==> src/rtl/uart_fifo_pkg.sv <==
// Shared constants and width helpers for the UART receive stream FIFO.
// The optional errored-beat drop feature is enabled by defining UART_RX_FIFO_ERR_DROP_EN.
package uart_fifo_pkg;

  localparam int unsigned DATA_W_DEF = 8;
  localparam int unsigned DEPTH_DEF  = 16;
  localparam int unsigned ERR_CNT_W  = 8;

  // Pointer width for a power-of-two depth; never narrower than one bit.
  function automatic int unsigned ptr_width(input int unsigned depth);
    return (depth > 1) ? $clog2(depth) : 1;
  endfunction

  // Level counter width: it must represent 0 through depth inclusive.
  function automatic int unsigned level_width(input int unsigned depth);
    return $clog2(depth + 1);
  endfunction

endpackage

==> src/rtl/uart_fifo_mem.sv <==
// Simple dual-port storage: synchronous write port, asynchronous read port.
// Used as the FWFT backing store of uart_rx_stream_fifo.
module uart_fifo_mem
  import uart_fifo_pkg::*;
#(
  parameter int unsigned DATA_W = DATA_W_DEF,
  parameter int unsigned DEPTH  = DEPTH_DEF
) (
  input  logic                           clk,
  input  logic                           we,
  input  logic [ptr_width(DEPTH)-1:0]    waddr,
  input  logic [DATA_W-1:0]              wdata,
  input  logic [ptr_width(DEPTH)-1:0]    raddr,
  output logic [DATA_W-1:0]              rdata
);

  logic [DATA_W-1:0] mem [DEPTH];

  // NOTE: storage has no reset; an entry is only read after it has been written,
  // and a reset port would stop the array mapping onto distributed RAM.
  always_ff @(posedge clk) begin
    if (we) begin
      mem[waddr] <= wdata;
    end
  end

  assign rdata = mem[raddr];

endmodule

==> src/rtl/uart_rx_stream_fifo.sv <==
// Avalon-ST receive sink feeding a first-word-fall-through FIFO with level and status.
// Define UART_RX_FIFO_ERR_DROP_EN to drop errored beats and count them in err_count.
module uart_rx_stream_fifo
  import uart_fifo_pkg::*;
#(
  parameter int unsigned DATA_W = DATA_W_DEF,
  parameter int unsigned DEPTH  = DEPTH_DEF
) (
  input  logic                              clk_clk,
  input  logic                              reset_reset_n,
  input  logic [DATA_W-1:0]                 rx_sink_data,
  input  logic                              rx_sink_error,
  input  logic                              rx_sink_valid,
  output logic                              rx_sink_ready,
  input  logic                              rd_en,
  output logic [DATA_W-1:0]                 rd_data,
  output logic                              empty,
  output logic                              full,
  output logic [level_width(DEPTH)-1:0]     level,
  output logic                              underflow,
  output logic [ERR_CNT_W-1:0]              err_count,
  input  logic                              clr_status
);

  localparam int unsigned PTR_W = ptr_width(DEPTH);
  localparam int unsigned LVL_W = level_width(DEPTH);
  localparam logic [LVL_W-1:0] DEPTH_LVL = LVL_W'(DEPTH);

  logic [PTR_W-1:0] wr_ptr;
  logic [PTR_W-1:0] rd_ptr;
  logic [LVL_W-1:0] level_q;
  logic [LVL_W-1:0] level_d;
  logic             accept;
  logic             wr_fire;
  logic             pop;
  logic             uf_set;
  logic             underflow_q;

  assign empty         = (level_q == '0);
  assign full          = (level_q == DEPTH_LVL);
  assign rx_sink_ready = !full;
  assign level         = level_q;
  assign underflow     = underflow_q;

  assign accept = rx_sink_valid && rx_sink_ready;
  assign pop    = rd_en && !empty;
  assign uf_set = rd_en && empty;

`ifdef UART_RX_FIFO_ERR_DROP_EN
  logic                 err_inc;
  logic [ERR_CNT_W-1:0] err_cnt_q;

  // Errored beats are still handshaken so the source never stalls on them.
  assign wr_fire = accept && !rx_sink_error;
  assign err_inc = accept && rx_sink_error;

  always_ff @(posedge clk_clk or negedge reset_reset_n) begin
    if (!reset_reset_n) begin
      err_cnt_q <= '0;
    end else if (clr_status) begin
      err_cnt_q <= '0;
    end else if (err_inc && (err_cnt_q != '1)) begin
      err_cnt_q <= err_cnt_q + ERR_CNT_W'(1);
    end
  end

  assign err_count = err_cnt_q;
`else
  logic unused_err;

  assign unused_err = rx_sink_error;
  assign wr_fire    = accept;
  assign err_count  = '0;
`endif

  // NOTE: every signal written in always_comb gets a default first, so no latch is inferred.
  always_comb begin
    level_d = level_q;
    case ({wr_fire, pop})
      2'b10:   level_d = level_q + LVL_W'(1);
      2'b01:   level_d = level_q - LVL_W'(1);
      default: level_d = level_q;
    endcase
  end

  // NOTE: state registers use non-blocking assignments so every flop samples pre-edge values.
  always_ff @(posedge clk_clk or negedge reset_reset_n) begin
    if (!reset_reset_n) begin
      wr_ptr  <= '0;
      rd_ptr  <= '0;
      level_q <= '0;
    end else begin
      if (wr_fire) begin
        wr_ptr <= wr_ptr + PTR_W'(1);
      end
      if (pop) begin
        rd_ptr <= rd_ptr + PTR_W'(1);
      end
      level_q <= level_d;
    end
  end

  // Clear wins over a same-cycle underflow so software never loses a clear.
  always_ff @(posedge clk_clk or negedge reset_reset_n) begin
    if (!reset_reset_n) begin
      underflow_q <= 1'b0;
    end else if (clr_status) begin
      underflow_q <= 1'b0;
    end else if (uf_set) begin
      underflow_q <= 1'b1;
    end
  end

  uart_fifo_mem #(
    .DATA_W (DATA_W),
    .DEPTH  (DEPTH)
  ) u_mem (
    .clk   (clk_clk),
    .we    (wr_fire),
    .waddr (wr_ptr),
    .wdata (rx_sink_data),
    .raddr (rd_ptr),
    .rdata (rd_data)
  );

  // Ready gating makes these invariants structural; they guard later edits.
  a_no_write_when_full : assert property (
    @(posedge clk_clk) disable iff (!reset_reset_n) wr_fire |-> !full);
  a_level_in_range : assert property (
    @(posedge clk_clk) disable iff (!reset_reset_n) level_q <= DEPTH_LVL);

endmodule

==> config.mk <==
export PLATFORM = sky130hd
export DESIGN_NAME = uart_rx_stream_fifo
export DESIGN_NICKNAME = d
export VERILOG_FILES = /design/src/rtl/uart_fifo_pkg.sv /design/src/rtl/uart_fifo_mem.sv /design/src/rtl/uart_rx_stream_fifo.sv
export SDC_FILE = /design/constraint.sdc
export NUM_CORES = 1
export LEC_CHECK = 0
export CORE_ASPECT_RATIO = 1.4
export CORE_MARGIN = 1.5
export CORE_UTILIZATION = 46
export DETAILED_ROUTE_END_ITERATION = 10
export SLEW_MARGIN = 20
export SYNTH_ARGS = -nofsm -noshare
export SYNTH_HDL_FRONTEND = slang
export SYNTH_SLANG_ARGS = --single-unit
==> constraint.sdc <==
create_clock -name clk_clk -period 5.6 [get_ports clk_clk]
set_input_delay 1.4 -clock clk_clk [delete_from_list [all_inputs] [get_ports clk_clk]]
set_output_delay 1.4 -clock clk_clk [all_outputs]
set_load 0.02 [all_outputs]
Yosys cells after proc, flatten, opt, wreduce, memory -nomap -nowiden. Memory sizes are Yosys's and may differ from the RTL's. Index checks and enable logic that the tools add are counted.

Memories kept: 1. Word-level logic and storage cells: 25. Register bits: 14. Input bits: 14. Bits in writable memories: 128.

Memories: u_mem.mem (depth 16, bits a word 8, rd ports 1, clocked after memory_dff 0, write ports 1, line uart_fifo_mem.sv:17) `logic [DATA_W-1:0] mem [DEPTH];`.

Reduce and logical (&&, ||, !) cells: 8. Eq/ne operators: 3. $add $sub $neg: 4. Multiplexer cells: 5.

Operators by type and width (count): $pmux 5 s2 (1); $add 4x1->4 const B (2); $add 5x1->5 const B (1); $eq 5x5->1 const B (1); $logic_not 5->1 (1); $sub 5x1->5 const B (1); $mux 1 (4); $reduce_bool 2->1 (2); $logic_and 1x1->1 (3); $eq 2x1->1 const B (1); $eq 2x2->1 const B (1); $logic_not 1->1 (2).

Longest topological paths before layout.
Word-level depth: 5. Mapped depth: 12. Gate-level depth less buffers: 10.

Cells and area by module. From an unflattened synthesis, not the netlist that was laid out.

Cell total of the unflattened synthesis: 300. Area, all modules: 5835.6 µm².

Modules (own cells, without submodules): uart_fifo_mem (instances 1, cells an instance 221, sequential area each 3843.7 µm², area each 4987.3 µm²); uart_rx_stream_fifo (instances 1, cells an instance 79, sequential area each 350.3 µm², area each 848.3 µm²).

Worst setup path after synthesis. OpenSTA, ideal clock, no wires.

Path type: input-to-reg. From: in rx_sink_valid. To: reg level_q[4], in the netlist level[4]. Setup time: 0.125 ns. Cell stages on the path: 10. Path slack: 2.415 ns. Required time: 5.475 ns. Arrival: 3.060 ns. Path through: a21boi_2 inv_1 ha_1 clkbuf_1 xor2_1 ha_1 inv_1 a222oi_1 nor3_1 xnor2_1.

Longest elaborated chain between the ends: 3.

RTL lines: start: declaration (line uart_rx_stream_fifo.sv:13) `input logic rx_sink_valid,`; $logic_and 1x1->1 (*) (line uart_rx_stream_fifo.sv:45) `assign accept = rx_sink_valid && rx_sink_ready;`; $eq 2x1->1 or $eq 2x2->1 (tied branches) (line uart_rx_stream_fifo.sv:79) `case ({wr_fire, pop})`; $pmux 5 s2 or $reduce_bool 2->1 (tied branches); end signal: assignment (line uart_rx_stream_fifo.sv:99) `level_q <= level_d;`; end: declaration (line uart_rx_stream_fifo.sv:31) `logic [LVL_W-1:0] level_q;`.

Mark *: on every way between the ends. The rest lies on a longest branch, timed or not. A chain may end at the register's enable or synchronous reset.

Worst setup path after layout.
From: reg rd_ptr[1]. To: out rd_data[7].

Longest elaborated chain between the ends: 1.

RTL lines: start: declaration (line uart_rx_stream_fifo.sv:30) `logic [PTR_W-1:0] rd_ptr;`; start signal: assignment (line uart_rx_stream_fifo.sv:97) `rd_ptr <= rd_ptr + PTR_W'(1);`; $mem_v2 16x8; end: declaration (line uart_rx_stream_fifo.sv:16) `output logic [DATA_W-1:0] rd_data,`.

Every way passes these cells.

==> results.yml <==
synth:
  synth_cell_type_count: 37
  seq_area_frac_synth_pct: 70.4
  synth-seq-cells: 142
  avgSynthCellArea_um2: 17.5
  syn-cell-area_um2: 5960
  yosysWarnings: 0
  syn_inst: 341
critical_path:
  r2r-start: "level[2]"
  cpPeakStageDelay_ns: 0.93
  worstRegToRegCells: 10
  critPathKind: "flop to output port"
  crit_required_ns: 4.20
  cp-end-kind: "output port"
  path_max_fanout: 20
  crit_chain: "and2_1, a221oi_1, o21ai_0, nand2_1, clkdlybuf4s50_1"
  worstReg2RegEnd: "level[4]"
  cp-start-kind: "flop"
  arrival_ns: 3.25
  cp_slowest_cell: "dfrtp_1"
  reg2reg_slack_ns: 2.83
final_layout:
  most-common-layout-cells: "128 x edfxtp_1, 32 x mux2i_1, 29 x clkdlybuf4s50_1"
  layout.nets: 396
  drive_above_1_share_pct: 15.8
  fill_cells: 1055
  utilization_pct: 53.6
  diodes: 0
  final_common_cell: "edfxtp_1"
  synthToLayoutAreaGrowth_pct: 14.7
  finalInstanceArea_um2: 6840
route:
  viasPerCell: 5.49
  vias: 2957
  drt_wl_total_mm: 11.5
  drtIter0Drc: 189
  drc: 0
  ant_nets: 0
  first_pass_iters: 7
  wl_per_cell_um: 21.3
timing:
  finalSetupViolCount: 0
  slew_headroom_pct: 37.3
  setup_ws_ns: 0.954
  setup_tns_ns: 0
  worst_pin_slew_ns: 0.937
  finalClockSkew_ns: 0.00683
  max_freq_mhz: 215
  hold_viol: 0
  final_max_slew_viol_count: 0
  fin_crit_ns: 4.65
  rsz0062_at_grt: "no"
  fin_crit_sh_pct: 83.0
power_and_ir_drop:
  ir_drop_v: 0.000276
  leakage_nw: 2.39
  p_per_area_nw_per_um2: 534
  switching_power_w: 0.00120
  finalPower_w: 0.00365
  pwr-share-comb_pct: 32.1
  sw_frac_of_total_pct: 32.9
  pwr-share-seq_pct: 41.1
  p_int_w: 0.00245
  clockPowerShare_pct: 26.8
outcome:
  outcome: "finished clean"
floorplanning:
  fp.dieH_um: 138
  die_w_um: 99.2
  start_util_pct: 46.7
  num_rows: 49
  io_pins: 39
  die_area_um2: 13700
  coreArea_um2: 12800
clocking:
  cts.reportedPaths.clkPinSlew_ns: 0.05
  cts_made_buffers: 17
  htree_levels: 4
  clkLatencyLatePin_ns: 0.40
  cts_tree: "yes"
  clockBufferDepth: 2
  cts_resized: 0
  cts_hold_buf: 0
  root_buffer: "clkbuf_16"
  clkSinkCount: 142
  cts_setup_buffers: 0
placement:
  pre_cts_slack_ns: 1.32
  gp_congestion: 0.750
  io_buffers: 29
  hpwl_mm: 7.61
  place_area_um2: 6320
worst_hold_path:
  whs_path_depth: 2
  hold_path.class: "flop to flop"
  hold_path_end: "underflow"
  worstHoldStart: "underflow"
grt:
  grt_overflow_total: 0
  grt_pass1_vias: 3017
  grt_max_degree: 30
  grt_pass1_wl_mm: 17.6
  antenna_found_initial: 0
  track_usage_pct: 18.2
run:
  maxCapViolations: 0
power by group through the flow:
stage | clock, W | combinational [W] | sequential, W
finish | 0.000978 | 0.00117 | 0.00150
global route | 0.00104 | 0.00127 | 0.00153
CTS | 0.000989 | 0.00119 | 0.00151
detailed placement | 0 | 0.00119 | 0.00153
global placement | 0 | 0.00118 | 0.00151
floorplan | 0 | 0.000938 | 0.00139
worst max-delay path by stage:
stage,startpoint,endpoint,slack (ns),cells past startpoint
6_report,rd_ptr[1],rd_data[7],0.95,5
5_1_grt,rd_ptr[1],rd_data[7],0.71,5
4_1_cts,rd_ptr[1],rd_data[6],0.89,6
3_5_place_dp,rd_ptr[1],rd_data[6],1.32,6
3_3_place_gp,rd_ptr[1],rd_data[6],1.34,6
2_1_floorplan,rx_sink_valid,level[4],2.42,10
through the flow:
step           hold WS, ns  instances
2_1_floorplan        0.574        348
3_3_place_gp         0.483        508
3_5_place_dp         0.498        508
4_1_cts              0.511        539
5_1_grt              0.565        539
6_report             0.504        539
state kept, by name, summed over array words and instances, names as in the netlist:
name and cells:
underflow 1, u_mem.mem 128, rd_ptr 4, wr_ptr 4
level 5
area by class of cell:
| type | count | area [um2] | area share (%) |
|---|---|---|---|
| flip-flops and latches | 142 | 4200 | 61.4 |
| multi-input cells | 170 | 1560 | 22.8 |
| clock inverters | 11 | 76.3 | 1.12 |
| clock buffers | 20 | 437 | 6.39 |
| inverters | 8 | 30.0 | 0.439 |
| repair buffers | 35 | 348 | 5.09 |
| well taps | 153 | 191 | 2.80 |
routing by layer:
layer	wire, um	global-route usage (%)	up-vias
met3	255	3.96	7
met1	4750	21.3	1519
met4	128	6.73	0
li1	-	-	1386
met5	0	0	-
met2	6360	33.0	45
kinds of logic after synthesis:
kind of cell | share of synthesized area (%)
AOI/OAI and AO/OA | 6.42
DFF | 70.4
and+or+nand+nor | 3.76
xor gates and xnor gates | 1.91
adders and majority gates | 1.68
buffers and inverters | 4.01
other | 0.0629
muxes | 11.8
cells in the mapped netlist, drive strengths merged:
cell type,n,area (um2)
edfxtp,128,3840
mux2i,32,320
buf,24,194
nand2,17,66.3
a221oi,16,196
mux4,16,360
dfrtp,14,350
nor2,14,52.6
o21ai,10,50.0
a22oi,8,60.1
ha,8,100
inv,8,30.0
xnor2,7,61.3
nor3,6,30.0
xor2,6,52.6
a21oi,4,20.0
clkbuf,4,15.0
a21boi,2,22.5
and2,2,12.5
mux2,2,22.5
nand2b,2,12.5
nand3,2,10.0
nor2b,2,12.5
a211o,1,8.76
a21o,1,7.51
a222oi,1,10.0
conb,1,3.75
nand4,1,6.26
nor4,1,21.3
o31ai,1,7.51
critical path, delay by kind of cell (launching register included):
| kind | cells | cell delay, ns |
|---|---|---|
| AOI/OAI and AO/OA | 2 | 0.48 |
| DFF | 1 | 0.93 |
| buffers and inverters | 1 | 0.57 |
| and+or+nand+nor | 2 | 0.84 |
Note: power is estimated with default switching activity, not from simulation.
